[config.mk]
export PLATFORM = sky130hd
export DESIGN_NAME = ifns_encoder_seq_20_flat
export DESIGN_NICKNAME = d
export VERILOG_FILES = /design/src/rtl/ifns_encoder_seq_20_if.sv /design/src/rtl/ifns_encoder_seq_20.sv /design/src/flat_wrapper.sv
export SDC_FILE = /design/constraint.sdc
export NUM_CORES = 1
export LEC_CHECK = 0
export BUFFER_PORTS_ARGS = -buffer_cell sky130_fd_sc_hd__buf_2
export CAP_MARGIN = 10
export CORE_MARGIN = 2
export CORE_UTILIZATION = 54
export CTS_CLUSTER_SIZE = 14
export DETAILED_ROUTE_END_ITERATION = 6
export PLACE_DENSITY = 0.77
export SKIP_CTS_REPAIR_TIMING = 1
export SLEW_MARGIN = 30
export SYNTH_ARGS = -nofsm -noshare
export SYNTH_HDL_FRONTEND = slang
export SYNTH_SLANG_ARGS = --single-unit
[constraint.sdc]
create_clock -name clock -period 2.6 [get_ports clock]
set_clock_uncertainty 0.15 [all_clocks]
set_input_delay 0.39 -clock clock [delete_from_list [all_inputs] [get_ports clock]]
set_output_delay 0.39 -clock clock [all_outputs]
set_load 0.01 [all_outputs]
[src/rtl/ifns_encoder_seq_20_if.sv]
// ----------------------------------------------------------------------------
// ifns_encoder_seq_20_if
// Handshake bundle between a data producer, the sequential IFNS encoder and
// the coded-bus consumer.
//   datain      14   data word to encode
//   din_valid    1   datain is valid
//   din_ready    1   encoder can accept datain this cycle
//   codeout  [20:1]  registered Fibonacci-numeral codeword (coded bus)
//   dout_valid   1   codeout holds a new codeword
//   dout_ready   1   consumer takes the codeword
//   enc_err      1   sticky internal-fault flag
// Modports: slave = encoder side, master = producer/consumer side.
// ----------------------------------------------------------------------------
interface ifns_encoder_seq_20_if;
   logic [13:0] datain;
   logic        din_valid;
   logic        din_ready;
   logic [20:1] codeout;
   logic        dout_valid;
   logic        dout_ready;
   logic        enc_err;

   modport slave (
      input  datain, din_valid, dout_ready,
      output din_ready, codeout, dout_valid, enc_err
   );

   modport master (
      output datain, din_valid, dout_ready,
      input  din_ready, codeout, dout_valid, enc_err
   );
endinterface

[src/rtl/ifns_encoder_seq_20.sv]
// ----------------------------------------------------------------------------
// ifns_encoder_seq_20
// Sequential IFNS encoder: converts a 14-bit data word into a 20-wire
// Fibonacci-numeral (Zeckendorf) codeword, one bit per cycle, MSB first, by
// greedy weight subtraction. Feeds the 20-wire IFNS decoder stage.
// Ports:
//   clock   in   single clock, rising edge
//   rst     in   synchronous active-high reset
//   bus     slave modport of ifns_encoder_seq_20_if (valid/ready in and out,
//           registered codeout, sticky enc_err)
// Latency: word accepted at edge E0 appears on codeout/dout_valid at E20.
// ----------------------------------------------------------------------------
module ifns_encoder_seq_20 #(
   parameter int DATA_W = 14,
   parameter int CODE_W = 20
) (
   input  logic                  clock,
   input  logic                  rst,
   ifns_encoder_seq_20_if.slave  bus
);

   typedef enum logic [1:0] {
      IDLE = 2'd0,
      CONV = 2'd1,
      HOLD = 2'd2
   } state_t;

   // Fibonacci weight of codeword bit k (k = 1..20); 0 outside that range.
   function automatic logic [DATA_W:0] fib_weight(input logic [4:0] k);
      logic [DATA_W:0] w;
      case (k)
         5'd20:   w = 15'd10946;
         5'd19:   w = 15'd6765;
         5'd18:   w = 15'd4181;
         5'd17:   w = 15'd2584;
         5'd16:   w = 15'd1597;
         5'd15:   w = 15'd987;
         5'd14:   w = 15'd610;
         5'd13:   w = 15'd377;
         5'd12:   w = 15'd233;
         5'd11:   w = 15'd144;
         5'd10:   w = 15'd89;
         5'd9:    w = 15'd55;
         5'd8:    w = 15'd34;
         5'd7:    w = 15'd21;
         5'd6:    w = 15'd13;
         5'd5:    w = 15'd8;
         5'd4:    w = 15'd5;
         5'd3:    w = 15'd3;
         5'd2:    w = 15'd2;
         5'd1:    w = 15'd1;
         default: w = 15'd0;
      endcase
      return w;
   endfunction

   state_t            state_q, state_d;
   logic [DATA_W:0]   rem_q, rem_d;
   logic [4:0]        k_q, k_d;
   logic [CODE_W:1]   work_q, work_d;
   logic [CODE_W:1]   codeout_q, codeout_d;
   logic              dout_valid_q, dout_valid_d;
   logic              enc_err_q, enc_err_d;

   logic [DATA_W:0]   weight_s;
   logic              take_s;
   logic [DATA_W:0]   rem_sub_s;
   logic [CODE_W:1]   bit_mask_s;
   logic [CODE_W:1]   work_res_s;
   logic              din_ready_s;

   // Ready is combinational so a held word can be swapped for a new one on
   // the same edge the consumer takes it.
   assign din_ready_s = (state_q == IDLE) | ((state_q == HOLD) & bus.dout_ready);

   // One greedy step on bit k: take the weight if the remainder covers it.
   always_comb begin
      weight_s   = fib_weight(k_q);
      take_s     = (rem_q >= weight_s);
      bit_mask_s = {{(CODE_W-1){1'b0}}, 1'b1} << (k_q - 5'd1);
      if (take_s) begin
         rem_sub_s  = rem_q - weight_s;
         work_res_s = work_q | bit_mask_s;
      end else begin
         rem_sub_s  = rem_q;
         work_res_s = work_q;
      end
   end

   // Next-state and register-update logic of the IDLE/CONV/HOLD controller.
   always_comb begin
      state_d      = state_q;
      rem_d        = rem_q;
      k_d          = k_q;
      work_d       = work_q;
      codeout_d    = codeout_q;
      dout_valid_d = dout_valid_q;
      enc_err_d    = enc_err_q;
      case (state_q)
         IDLE: begin
            if (bus.din_valid) begin
               rem_d   = {1'b0, bus.datain};
               k_d     = 5'd20;
               work_d  = {CODE_W{1'b0}};
               state_d = CONV;
            end else begin
               state_d = IDLE;
            end
         end
         CONV: begin
            rem_d  = rem_sub_s;
            work_d = work_res_s;
            k_d    = k_q - 5'd1;
            if (k_q == 5'd1) begin
               // Only the finished word ever reaches the coded bus.
               codeout_d    = work_res_s;
               dout_valid_d = 1'b1;
               state_d      = HOLD;
               if (rem_sub_s != {(DATA_W+1){1'b0}}) begin
                  enc_err_d = 1'b1;
               end else begin
                  enc_err_d = enc_err_q;
               end
            end else begin
               state_d = CONV;
            end
         end
         HOLD: begin
            if (bus.dout_ready) begin
               dout_valid_d = 1'b0;
               if (bus.din_valid) begin
                  rem_d   = {1'b0, bus.datain};
                  k_d     = 5'd20;
                  work_d  = {CODE_W{1'b0}};
                  state_d = CONV;
               end else begin
                  state_d = IDLE;
               end
            end else begin
               state_d = HOLD;
            end
         end
         default: begin
            state_d = IDLE;
         end
      endcase
   end

   // State and datapath registers with synchronous reset.
   always_ff @(posedge clock) begin
      if (rst) begin
         state_q      <= IDLE;
         rem_q        <= {(DATA_W+1){1'b0}};
         k_q          <= 5'd0;
         work_q       <= {CODE_W{1'b0}};
         codeout_q    <= {CODE_W{1'b0}};
         dout_valid_q <= 1'b0;
         enc_err_q    <= 1'b0;
      end else begin
         state_q      <= state_d;
         rem_q        <= rem_d;
         k_q          <= k_d;
         work_q       <= work_d;
         codeout_q    <= codeout_d;
         dout_valid_q <= dout_valid_d;
         enc_err_q    <= enc_err_d;
      end
   end

   assign bus.din_ready  = din_ready_s;
   assign bus.codeout    = codeout_q;
   assign bus.dout_valid = dout_valid_q;
   assign bus.enc_err    = enc_err_q;

endmodule

[src/flat_wrapper.sv]
// flat-port wrapper written by rule: the top's interface ports become plain ports
module ifns_encoder_seq_20_flat 
#(
   parameter int DATA_W = 14,
   parameter int CODE_W = 20
)
  (clock, rst, bus_datain, bus_din_valid, bus_dout_ready, bus_din_ready, bus_codeout, bus_dout_valid, bus_enc_err);
  ifns_encoder_seq_20_if bus_i ();
  input  logic clock;
  input  logic rst;
  input wire logic [$bits(bus_i.datain)-1:0] bus_datain;
  input wire logic [$bits(bus_i.din_valid)-1:0] bus_din_valid;
  input wire logic [$bits(bus_i.dout_ready)-1:0] bus_dout_ready;
  output wire logic [$bits(bus_i.din_ready)-1:0] bus_din_ready;
  output wire logic [$bits(bus_i.codeout)-1:0] bus_codeout;
  output wire logic [$bits(bus_i.dout_valid)-1:0] bus_dout_valid;
  output wire logic [$bits(bus_i.enc_err)-1:0] bus_enc_err;
  assign bus_i.datain = bus_datain;
  assign bus_i.din_valid = bus_din_valid;
  assign bus_i.dout_ready = bus_dout_ready;
  assign bus_din_ready = bus_i.din_ready;
  assign bus_codeout = bus_i.codeout;
  assign bus_dout_valid = bus_i.dout_valid;
  assign bus_enc_err = bus_i.enc_err;
  ifns_encoder_seq_20 #(.DATA_W(DATA_W), .CODE_W(CODE_W)) u_core (.clock(clock), .rst(rst), .bus(bus_i));
endmodule
==> key figures, run 1 <==
STA
  – Slew of the pin with the lowest slew margin: 0.777 ns
  – Tmin final: 2.82 ns
  – # setup viols final: 11
  – Slew headroom: 0.481
  – Final critical-path setup slack: -0.218 ns
  – RSZ-0062 raised after global routing: yes
  – Slew Viols, Final: 0
  – FMAX: 355 MHz
  – Worst hold slack: 0.170 ns
  – Crit share post-route: 1.08
  – Final hold viol count: 0
  – Setup tns final: -0.965 ns

Setup path
  – Crit path DAT: 2.91 ns
  – Crit path capture type: register
  – Setup slack, reg-to-reg: -0.22 ns
  – Worst setup SP type: register
  – CP Capture Point: u_core.bus.enc_err
  – Crit path max fanout: 5
  – Cell count of the worst reg-to-reg path: 11
  – Crit path from: u_core.rem_q[0]
  – Worst R2R Start: u_core.rem_q[0]
  – Reg2reg end: u_core.bus.enc_err
  – CP Class: reg -> reg
  – Critical Path RT: 2.69 ns

Synthesis
  – #FFs+latches synth: 78
  – Cells after synthesis: 515
  – Post-Syn Area: 4260 um2
  – Syn nets: 565
  – Top cells by area, synth: dfxtp_1, ha_1, nor2_1
  – EDFF count, synth: 0
  – Area share of the largest cell type after synthesis: 0.367
  – Seq/Total Area, Yosys: 0.367
  – Mean Syn Cell Area: 8.27 um2
  – Top FF cell, synth: dfxtp_1
  – Commonest cells in the netlist: nor2_1, dfxtp_1, ha_1, inv_1
  – Yosys warnings: 0
  – FFs w/ async S/R, synth: 0
  – Distinct cells, synth: 60
  – Area leader, netlist: dfxtp_1
  – Count leader, synth: nor2_1

Job
  – # Max-Cap Violations: 0

Placement
  – Post-DP HPWL: 8490 um
  – # placed instances: 699
  – Dpl ws: -0.180 ns
  – GP Congestion: 0.954
  – Port-buffer cells: 40

Global route
  – Total grt overflow: 0
  – First-pass GRT wire length: 18700 um
  – Initial antenna violation count: 0
  – Tot GR Track Use: 0.273
  – Largest net degree at the start of global routing: 43
  – Vias in the first global route: 3831

Routing
  – Vias per cell: 5.96
  – WL final: 12700 um
  – Met3 wire length: 878 um
  – M1 WL: 5450 um
  – DR vias: 4301
  – DR DRC count: 0
  – Starting DRT DRC Count: 279
  – Number of detailed-route iterations in the first pass: 5
  – DR WL met2: 6090 um
  – Max Used Layer: met4
  – Routed length per instance: 17.6 um
  – Post-DRT Antenna Nets: 0

Clock network
  – CTS H-tree lvls: 3
  – CTS Root Cell: clkbuf_8
  – Clk Latency, worst-skew pair: 0.36 ns
  – Clk buf depth: 2
  – Clock sink count: 78
  – Num CTS Buffers: 9
  – CTS tree: built
  – Worst-path clk slew: 0.09 ns

Floorplanning
  – Die W: 92.8 um
  – Core Footprint: 7690 um2
  – Die ar.: 8610 um2
  – Boundary pin count: 41
  – Cell Rows: 32
  – Chip Height: 92.8 um
  – Starting Density: 0.554

Power
  – Pwr/cell area: 842 nW/um2
  – Worst vdd ir: 0.408 mV
  – Cell leakage power: 2.44 nW

Cells and area
  – Share of cells above drive strength 1: 0.348
  – Final net count: 665
  – Layout area overhead: 34.5%
  – Non-filler cells, final: 722
  – Ant diodes: 0
  – Layout Utilization: 0.745

Outcome
  – Failing checks: negative setup slack
  – Status: finished, violations left

Worst hold path
  – Worst Hold Class: in -> reg
  – Hold Crit Start: bus_datain[7]
## final cells by class
| cell class | count | area [um2] |
|---|---|---|
| multi-input cells | 379 | 2860 |
| fillers | 566 | 1960 |
| flip-flops and latches | 78 | 1570 |
| repair buffers | 116 | 843 |
| well taps | 102 | 128 |
| clock buffers | 9 | 124 |
| inverters | 31 | 116 |
| clock inverters | 7 | 80.1 |
## registers in the layout (all words and copies together), names as in the netlist
signal,flops
u_core.bus.codeout,20
u_core.work_q,20
u_core.weight_s,14
u_core.k_q,5
u_core.bus.enc_err,1
u_core.bus.dout_valid,1
u_core.state_q,2
u_core.rem_q,15
## worst min-delay path by stage
stage | end | slack [ns] | depth (start not counted)
after global routing | u_core.rem_q[7] | 0.17 | 3
final | u_core.rem_q[7] | 0.17 | 3
after CTS | u_core.bus.dout_valid | 0.21 | 4
after floorplan | u_core.rem_q[14] | 0.30 | 2
after detailed placement | u_core.bus.dout_valid | 0.31 | 2
after global placement | u_core.bus.dout_valid | 0.31 | 2
## logic make-up (layout without fill, tap and decap cells)
kind of cell             count (synthesis)  count (layout)  synth area share
AO/OA/AOI/OAI                          135             135             0.223
XOR/XNOR                                16              16            0.0329
adder cells (fa/ha/maj)                 32              32            0.0958
buffers and inverters                   58             163            0.0520
flip-flops                              78              78             0.367
multiplexers                             9               9            0.0215
AND/OR/NAND/NOR                        187             187             0.208
## worst max-delay path, cell delays in order (launching register included)
cell and delay [ns]:
dfxtp_2 0.34, inv_2 0.04, buf_6 0.11, ha_4 0.15, nand3b_1 0.23, a21boi_4 0.24
nor2_4 0.08, a221o_2 0.46, nand2_4 0.13, mux2_4 0.34, nor4b_4 0.29, a41oi_2 0.13
## power by group
| part | internal, mW | switching [mW] | total (mW) |
|---|---|---|---|
| sequential | 1.29 | 0.0824 | 1.37 |
| combinational | 1.22 | 1.27 | 2.49 |
| clock | 0.459 | 0.502 | 0.961 |
| total | 2.97 | 1.86 | 4.82 |
## metal layers
layer  vias up  global-route usage
li1       2034                   -
met1      2051               0.368
met2       188               0.444
met3        28              0.0431
met4         0              0.0919
met5         -                   0
## placed cells by master (no fill, tap or decap), types with 4 or more instances in the layout
cell type  instances
nor2_1            83
dfxtp_1           69
buf_4             65
buf_2             40
inv_1             28
nor3_1            27
a21oi_1           26
nand2_1           25
ha_1              23
a32oi_1           19
o21ai_0           16
xnor2_1           11
a211oi_2           9
clkbuf_8           9
dfxtp_2            9
ha_4               8
buf_6              8
nand3_1            7
o22ai_1            6
a21o_1             6
nand2b_1           5
a21oi_2            5
nor2_2             5
mux2i_1            5
xor2_1             5
nor2_4             4
a211oi_1           4
o21bai_1           4
## metrics by stage
stage / power (mW) / cell area [um2]
CTS: 4.26 / 5260
global placement: 3.29 / 5060
finish: 4.82 / 5720
detailed placement: 3.32 / 5060
floorplan: 2.54 / 4290
global route: 5.04 / 5720
No activity file was read; power rests on OpenSTA's default activity.
==> run 2: changes to the inputs <==
--- a/config.mk
+++ b/config.mk
@@ -7,11 +7,13 @@
 export LEC_CHECK = 0
 export BUFFER_PORTS_ARGS = -buffer_cell sky130_fd_sc_hd__buf_2
 export CAP_MARGIN = 10
+export CORE_ASPECT_RATIO = 0.7
 export CORE_MARGIN = 2
 export CORE_UTILIZATION = 54
-export CTS_CLUSTER_SIZE = 14
+export CTS_CLUSTER_SIZE = 12
 export DETAILED_ROUTE_END_ITERATION = 6
 export PLACE_DENSITY = 0.77
+export SETUP_SLACK_MARGIN = 0.4
 export SKIP_CTS_REPAIR_TIMING = 1
 export SLEW_MARGIN = 30
 export SYNTH_ARGS = -nofsm -noshare
==> key figures, run 2 (same netlist as run 1, synthesis figures left out) <==
STA
  – Tmin final: 2.76 ns (-0.0604 ns)
  – Slew of the pin with the lowest slew margin: 0.739 ns (-0.0378 ns)
  – Crit share post-route: 1.06 (-0.0232)
  – FMAX: 363 MHz (+2.2%)
  – Final hold viol count: 0 (unchanged)
  – Slew Viols, Final: 0 (unchanged)
  – Worst hold slack: 0.227 ns (+0.0567 ns)
  – Slew headroom: 0.506 (+0.0252)
  – Final critical-path setup slack: -0.157 ns (+0.0604 ns)
  – # setup viols final: 9 (-2)
  – RSZ-0062 raised after global routing: yes

Power
  – Sequential power share: 0.261 (-0.023)
  – Total Power: 5.26 mW (+9.1%)
  – Combinational share of power: 0.485 (-0.032)
  – Pwr/cell area: 865 nW/um2 (+2.7%)
  – Worst vdd ir: 0.625 mV (+53%)
  – Cell leakage power: 2.48 nW (+1.9%)
  – Clk pwr share: 0.254 (+0.055)
  – NetSw: 1.96 mW (+5.6%)
  – Sw Ratio: 0.372 (-0.0126)
  – P_int: 3.30 mW (+11%)

Floorplanning
  – Core Footprint: 7770 um2 (+1.1%)
  – Die ar.: 8620 um2 (+0.12%)
  – Die W: 110 um (+19%)
  – Starting Density: 0.548 (-0.00588)
  – Chip Height: 78.3 um (-16%)
  – Boundary pin count: 41 (unchanged)
  – Cell Rows: 27 (-16%)

Clock network
  – Clock sink count: 78 (unchanged)
  – CTS tree: built
  – Num CTS Buffers: 9 (unchanged)
  – Clk Latency, worst-skew pair: 0.34 ns (-0.02 ns)
  – CTS H-tree lvls: 3 (unchanged)
  – Worst-path clk slew: 0.06 ns (-0.03 ns)
  – Clk buf depth: 2 (unchanged)
  – CTS Root Cell: clkbuf_16

Routing
  – DR DRC count: 0 (unchanged)
  – Post-DRT Antenna Nets: 0 (unchanged)
  – Starting DRT DRC Count: 446 (+60%)
  – DR vias: 4574 (+6.3%)
  – WL final: 14700 um (+15%)
  – Routed length per instance: 20.4 um (+16%)
  – Vias per cell: 6.34 (+6.5%)
  – Number of detailed-route iterations in the first pass: 5 (unchanged)

Setup path
  – Setup slack, reg-to-reg: -0.16 ns (+0.06 ns)
  – Cell count of the worst reg-to-reg path: 10 (-1)
  – CP Class: reg -> reg
  – Crit path DAT: 2.83 ns (-0.08 ns)
  – Crit path max fanout: 5 (unchanged)
  – Worst setup SP type: register
  – Worst R2R Start: u_core.weight_s[5]
  – Crit path capture type: register
  – Critical Path RT: 2.67 ns (-0.02 ns)
  – Reg2reg end: u_core.bus.enc_err

Global route
  – First-pass GRT wire length: 18900 um (+1.1%)
  – Top Usage Layer GRT: met1
  – Total grt overflow: 0 (unchanged)
  – Vias in the first global route: 3746 (-2.2%)
  – Largest net degree at the start of global routing: 48 (+12%)
  – M2 GR Usage: 0.402 (-0.0420)
  – Global routing usage on met1: 0.430 (+0.0622)
  – Initial antenna violation count: 0 (unchanged)
  – Tot GR Track Use: 0.288 (+0.0148)
  – Global routing met3 resource utilization: 0.0789 (+0.0358)

Placement
  – Post-DP HPWL: 8710 um (+2.6%)
  – GP Congestion: 0.942 (-1.3%)
  – Placed cell areas: 5000 um2 (-1.2%)
  – Port-buffer cells: 40 (unchanged)

Job
  – # Max-Cap Violations: 0 (unchanged)

Worst hold path
  – Hold Crit Start: bus_datain[7]
  – Worst Hold Class: in -> reg
  – Hold path depth: 3 (unchanged)
  – Hold EP: u_core.rem_q[7]

Cells and area
  – Share of cells above drive strength 1: 0.410 (+0.0613)
  – Final net count: 666 (+0.15%)
  – Ant diodes: 0 (unchanged)
  – Most common cell after layout, fill and taps aside: nor2_1
  – Most frequent cells in the layout: nor2_1, dfxtp_1, buf_4, buf_2, nor3_1
  – Final instance area: 6080 um2 (+6.3%)
  – Layout area overhead: 42.9%

Outcome
  – Failing checks: negative setup slack
  – Status: finished, violations left
-- run 2: cell count changes in the layout (fill, tap and decap cells not counted), moves of 5 or more --
cell,delta
ha_1,-12
clkbuf_8,-9
a21oi_1,-8
a21oi_2,+8
clkbuf_16,+8
inv_1,-8
a211oi_1,+7
a211oi_2,-7
ha_2,+6
ha_4,+6
o21ai_1,+6
o21ai_0,-5
-- run 2: power groups by stage --
stage	Combinational, mW	Clock [mW]	Sequential [mW]
after detailed placement	1.89	0	1.38
after global routing	2.70	1.39	1.38
after CTS	1.91	1.34	1.36
after global placement	1.87	0	1.38
final	2.55	1.34	1.38
after floorplan	1.30	0	1.37
-- run 2: stage by stage --
stage / cells / util / setup WS (ns) / setup TNS [ns]
finish: 721 / 0.783 / -0.157 / -0.515
global route: 721 / 0.783 / -0.233 / -1.72
CTS: 687 / 0.683 / -0.185 / -0.485
detailed placement: 672 / 0.643 / -0.154 / -0.306
global placement: 672 / 0.643 / -0.0850 / -0.127
floorplan: 515 / - / 0.0782 / 0
-- run 2: worst max-delay path, stage by stage (launching register included) --
cell	delay, ns
dfxtp_2	0.33
inv_2	0.05
ha_4	0.26
and4_4	0.24
a21boi_2	0.20
nor2_2	0.08
a221o_2	0.42
nand2_4	0.12
mux2_4	0.33
nor4b_4	0.30
a41oi_2	0.13
-- run 2: how the worst max path moves through the flow --
stage / from / end / slack [ns] / cells after the start
after floorplan: u_core.weight_s[4] / u_core.rem_q[9] / 0.08 / 10
after CTS: u_core.weight_s[5] / u_core.bus.enc_err / -0.19 / 10
after detailed placement: u_core.weight_s[3] / u_core.bus.enc_err / -0.15 / 10
after global routing: u_core.weight_s[5] / u_core.bus.enc_err / -0.23 / 12
after global placement: u_core.weight_s[4] / u_core.bus.enc_err / -0.09 / 10
final: u_core.weight_s[5] / u_core.bus.enc_err / -0.16 / 10
-- run 2: layout make-up --
cell class / count / area (um2)
clock inverter: 6 / 87.6
fill: 503 / 1690
clock buffer: 9 / 225
multi-input combinational: 381 / 3110
sequential: 78 / 1590
inverter: 31 / 131
timing repair buffer: 115 / 821
tap: 101 / 126
-- run 2: routing by layer --
| layer | share of wire | up-vias |
|---|---|---|
| li1 | - | 2043 |
| met1 | 0.42 | 2173 |
| met2 | 0.46 | 300 |
| met3 | 0.093 | 58 |
| met4 | 0.033 | 0 |
| met5 | 0 | - |
==> run 3: changes to the inputs <==
--- a/config.mk
+++ b/config.mk
@@ -9,10 +9,10 @@
 export CAP_MARGIN = 10
 export CORE_ASPECT_RATIO = 0.7
 export CORE_MARGIN = 2
-export CORE_UTILIZATION = 54
+export CORE_UTILIZATION = 59
 export CTS_CLUSTER_SIZE = 12
 export DETAILED_ROUTE_END_ITERATION = 6
-export PLACE_DENSITY = 0.77
+export PLACE_DENSITY = 0.79
 export SETUP_SLACK_MARGIN = 0.4
 export SKIP_CTS_REPAIR_TIMING = 1
 export SLEW_MARGIN = 30
==> constraint.sdc (replaced) <==
create_clock -name clock -period 2.78 [get_ports clock]
set_clock_uncertainty 0.15 [all_clocks]
set_input_delay 0.417 -clock clock [delete_from_list [all_inputs] [get_ports clock]]
set_output_delay 0.417 -clock clock [all_outputs]
set_load 0.01 [all_outputs]
==> key figures, run 3 (same netlist as run 1, synthesis figures left out) <==
Outcome
  – Status: finished, violations left
  – Failing checks: negative setup slack

Floorplanning
  – Cell Rows: 25 (-7.4%)
  – Die ar.: 7920 um2 (-8.1%)
  – Starting Density: 0.619 (+0.0707)
  – Core Footprint: 6880 um2 (-11%)
  – Chip Height: 75.1 um (-4.1%)
  – Die W: 106 um (-4.2%)
  – Boundary pin count: 41 (unchanged)

Setup path
  – Cell count of the worst reg-to-reg path: 11 (+1)
  – Worst R2R Start: u_core.rem_q[0]
  – Slowest stage delay, CP: 0.41 ns (about the same)
  – Slowest stage cell, crit path: a221o_2
  – Worst setup SP type: register
  – Worst path cell trace: inv_2 > buf_6 > ha_4 > nand3b_1 > a21boi_4 > nor2_4 > a221o_2 > nand2_4 > mux2_4 > nor4b_2 > a41oi_1
  – Setup slack, reg-to-reg: -0.03 ns (+0.13 ns)
  – CP Class: reg -> reg
  – Reg2reg end: u_core.bus.enc_err
  – Crit path max fanout: 6 (+1)
  – Crit path capture type: register
  – Crit path DAT: 2.89 ns (+0.06 ns)
  – Critical Path RT: 2.86 ns (+0.19 ns)

Cells and area
  – Share of cells above drive strength 1: 0.360 (-0.0501)
  – Non-filler cells, final: 692 (-4.0%)
  – Ant diodes: 0 (unchanged)
  – Most common cell after layout, fill and taps aside: nor2_1
  – Layout area overhead: 31.7%
  – Fillcell total: 426 (-15%)
  – Final net count: 643 (-3.5%)
  – Most frequent cells in the layout: nor2_1, dfxtp_1, buf_4, buf_2, nor3_1

STA
  – RSZ-0062 raised after global routing: yes
  – Slew Viols, Final: 0 (unchanged)
  – Slew of the pin with the lowest slew margin: 0.762 ns (+0.0228 ns)
  – # setup viols final: 3 (-6)
  – Final critical-path setup slack: -0.0299 ns (+0.127 ns)
  – Worst hold slack: 0.224 ns (-0.00258 ns)
  – Slew headroom: 0.491 (-0.0152)
  – Tmin final: 2.81 ns (+0.0526 ns)
  – Final hold viol count: 0 (unchanged)
  – FMAX: 356 MHz (-1.9%)
  – Crit share post-route: 1.01 (-0.0497)

Global route
  – Largest net degree at the start of global routing: 42 (-13%)
  – Vias in the first global route: 3532 (-5.7%)
  – First-pass GRT wire length: 18200 um (-3.5%)
  – Initial antenna violation count: 0 (unchanged)
  – Total grt overflow: 0 (unchanged)
  – Tot GR Track Use: 0.296 (+0.00844)

Power
  – Combinational share of power: 0.508 (+0.023)
  – Sw Ratio: 0.396 (+0.0233)
  – Worst vdd ir: 0.434 mV (-30%)
  – Sequential power share: 0.294 (+0.033)
  – Total Power: 4.39 mW (-17%)
  – Pwr/cell area: 783 nW/um2 (-9.4%)
  – NetSw: 1.74 mW (-11%)
  – Clk pwr share: 0.198 (-0.056)
  – Cell leakage power: 2.31 nW (-6.8%)
  – P_int: 2.65 mW (-20%)

Clock network
  – Num CTS Buffers: 9 (unchanged)
  – Clk Latency, worst-skew pair: 0.36 ns (+0.02 ns)
  – CTS tree: built
  – CTS Root Cell: clkbuf_8
  – Clock sink count: 78 (unchanged)
  – Clk buf depth: 2 (unchanged)
  – CTS H-tree lvls: 3 (unchanged)
  – Worst-path clk slew: 0.09 ns (+0.03 ns)

Routing
  – Post-DRT Antenna Nets: 0 (unchanged)
  – Starting DRT DRC Count: 394 (-12%)
  – WL final: 13200 um (-10%)
  – Routed length per instance: 19.1 um (-6.3%)
  – DR DRC count: 0 (unchanged)
  – DR vias: 4313 (-5.7%)
  – Vias per cell: 6.23 (-1.8%)
  – Number of detailed-route iterations in the first pass: 5 (unchanged)

Placement
  – Post-DP HPWL: 8350 um (-4.2%)
  – Port-buffer cells: 40 (unchanged)
  – GP Congestion: 0.940 (-0.22%)
  – Dpl ws: 0.00427 ns (+0.158 ns)
  – # placed instances: 652 (-3.0%)

Worst hold path
  – Hold path depth: 3 (unchanged)
  – Hold Crit Start: bus_datain[2]
  – Hold EP: u_core.rem_q[2]
  – Worst Hold Class: in -> reg

Job
  – # Max-Cap Violations: 0 (unchanged)
run 3: changes by cell type in the layout (fill, tap and decap cells not counted), moves of 6 or more:
| cell | previous run | this run |
|---|---|---|
| a21oi_2 | 13 | 6 |
| buf_4 | 63 | 44 |
| clkbuf_16 | 9 | 0 |
| clkbuf_8 | 0 | 9 |
| ha_1 | 11 | 18 |
| nor2_1 | 79 | 85 |
run 3: final cells by class:
type / instances / area, um2 / area share
Tap cell: 94 / 118 / 0.0210
Clock buffer: 10 / 128 / 0.0228
Inverter: 31 / 120 / 0.0214
Sequential cell: 78 / 1580 / 0.282
Timing Repair Buffer: 94 / 647 / 0.115
Multi-Input combinational cell: 379 / 2940 / 0.525
Clock inverter: 6 / 70.1 / 0.0125
run 3: metrics by stage:
step                 util  instance area, um2  TNS (ns)
floorplan               -                4360         0
global placement    0.697                4800         0
detailed placement  0.697                4800         0
CTS                 0.726                5000  -0.00136
global route        0.814                5600    -0.828
finish              0.814                5600   -0.0569
run 3: routing by layer:
| metal | part of all wire | wire (um) | up-vias | GRT usage |
|---|---|---|---|---|
| met5 | 0 | 0 | - | 0 |
| met4 | 0.023 | 309 | 0 | 0.0687 |
| met3 | 0.10 | 1340 | 38 | 0.0511 |
| met2 | 0.45 | 6000 | 250 | 0.451 |
| met1 | 0.42 | 5560 | 2037 | 0.441 |
| li1 | - | - | 1988 | - |
run 3: how the worst max path moves through the flow:
stage / from / to / slack, ns / cells past startpoint
CTS: u_core.weight_s[6] / u_core.bus.enc_err / -0.001 / 10
finish: u_core.rem_q[0] / u_core.bus.enc_err / -0.03 / 11
global placement: u_core.rem_q[5] / u_core.bus.enc_err / 0.01 / 9
floorplan: u_core.weight_s[4] / u_core.rem_q[9] / 0.26 / 10
detailed placement: u_core.weight_s[6] / u_core.bus.enc_err / 0.004 / 10
global route: u_core.rem_q[10] / u_core.bus.enc_err / -0.11 / 11
run 3: worst max-delay path: cells and delay by family (launching register included):
| kind | cells | cell delay (ns) |
|---|---|---|
| DFF | 1 | 0.34 |
| AOI/OAI and AO/OA | 3 | 0.82 |
| adders and majority gates | 1 | 0.15 |
| buffers and inverters | 2 | 0.16 |
| and+or+nand+nor | 4 | 0.73 |
| muxes | 1 | 0.34 |
run 3: power groups by stage:
stage	Combinational, mW	Sequential (mW)	Clock (mW)
2_1_floorplan	1.16	1.28	0
3_3_place_gp	1.58	1.29	0
3_5_place_dp	1.59	1.30	0
4_1_cts	1.60	1.27	0.874
5_1_grt	2.35	1.30	0.922
6_report	2.23	1.29	0.871
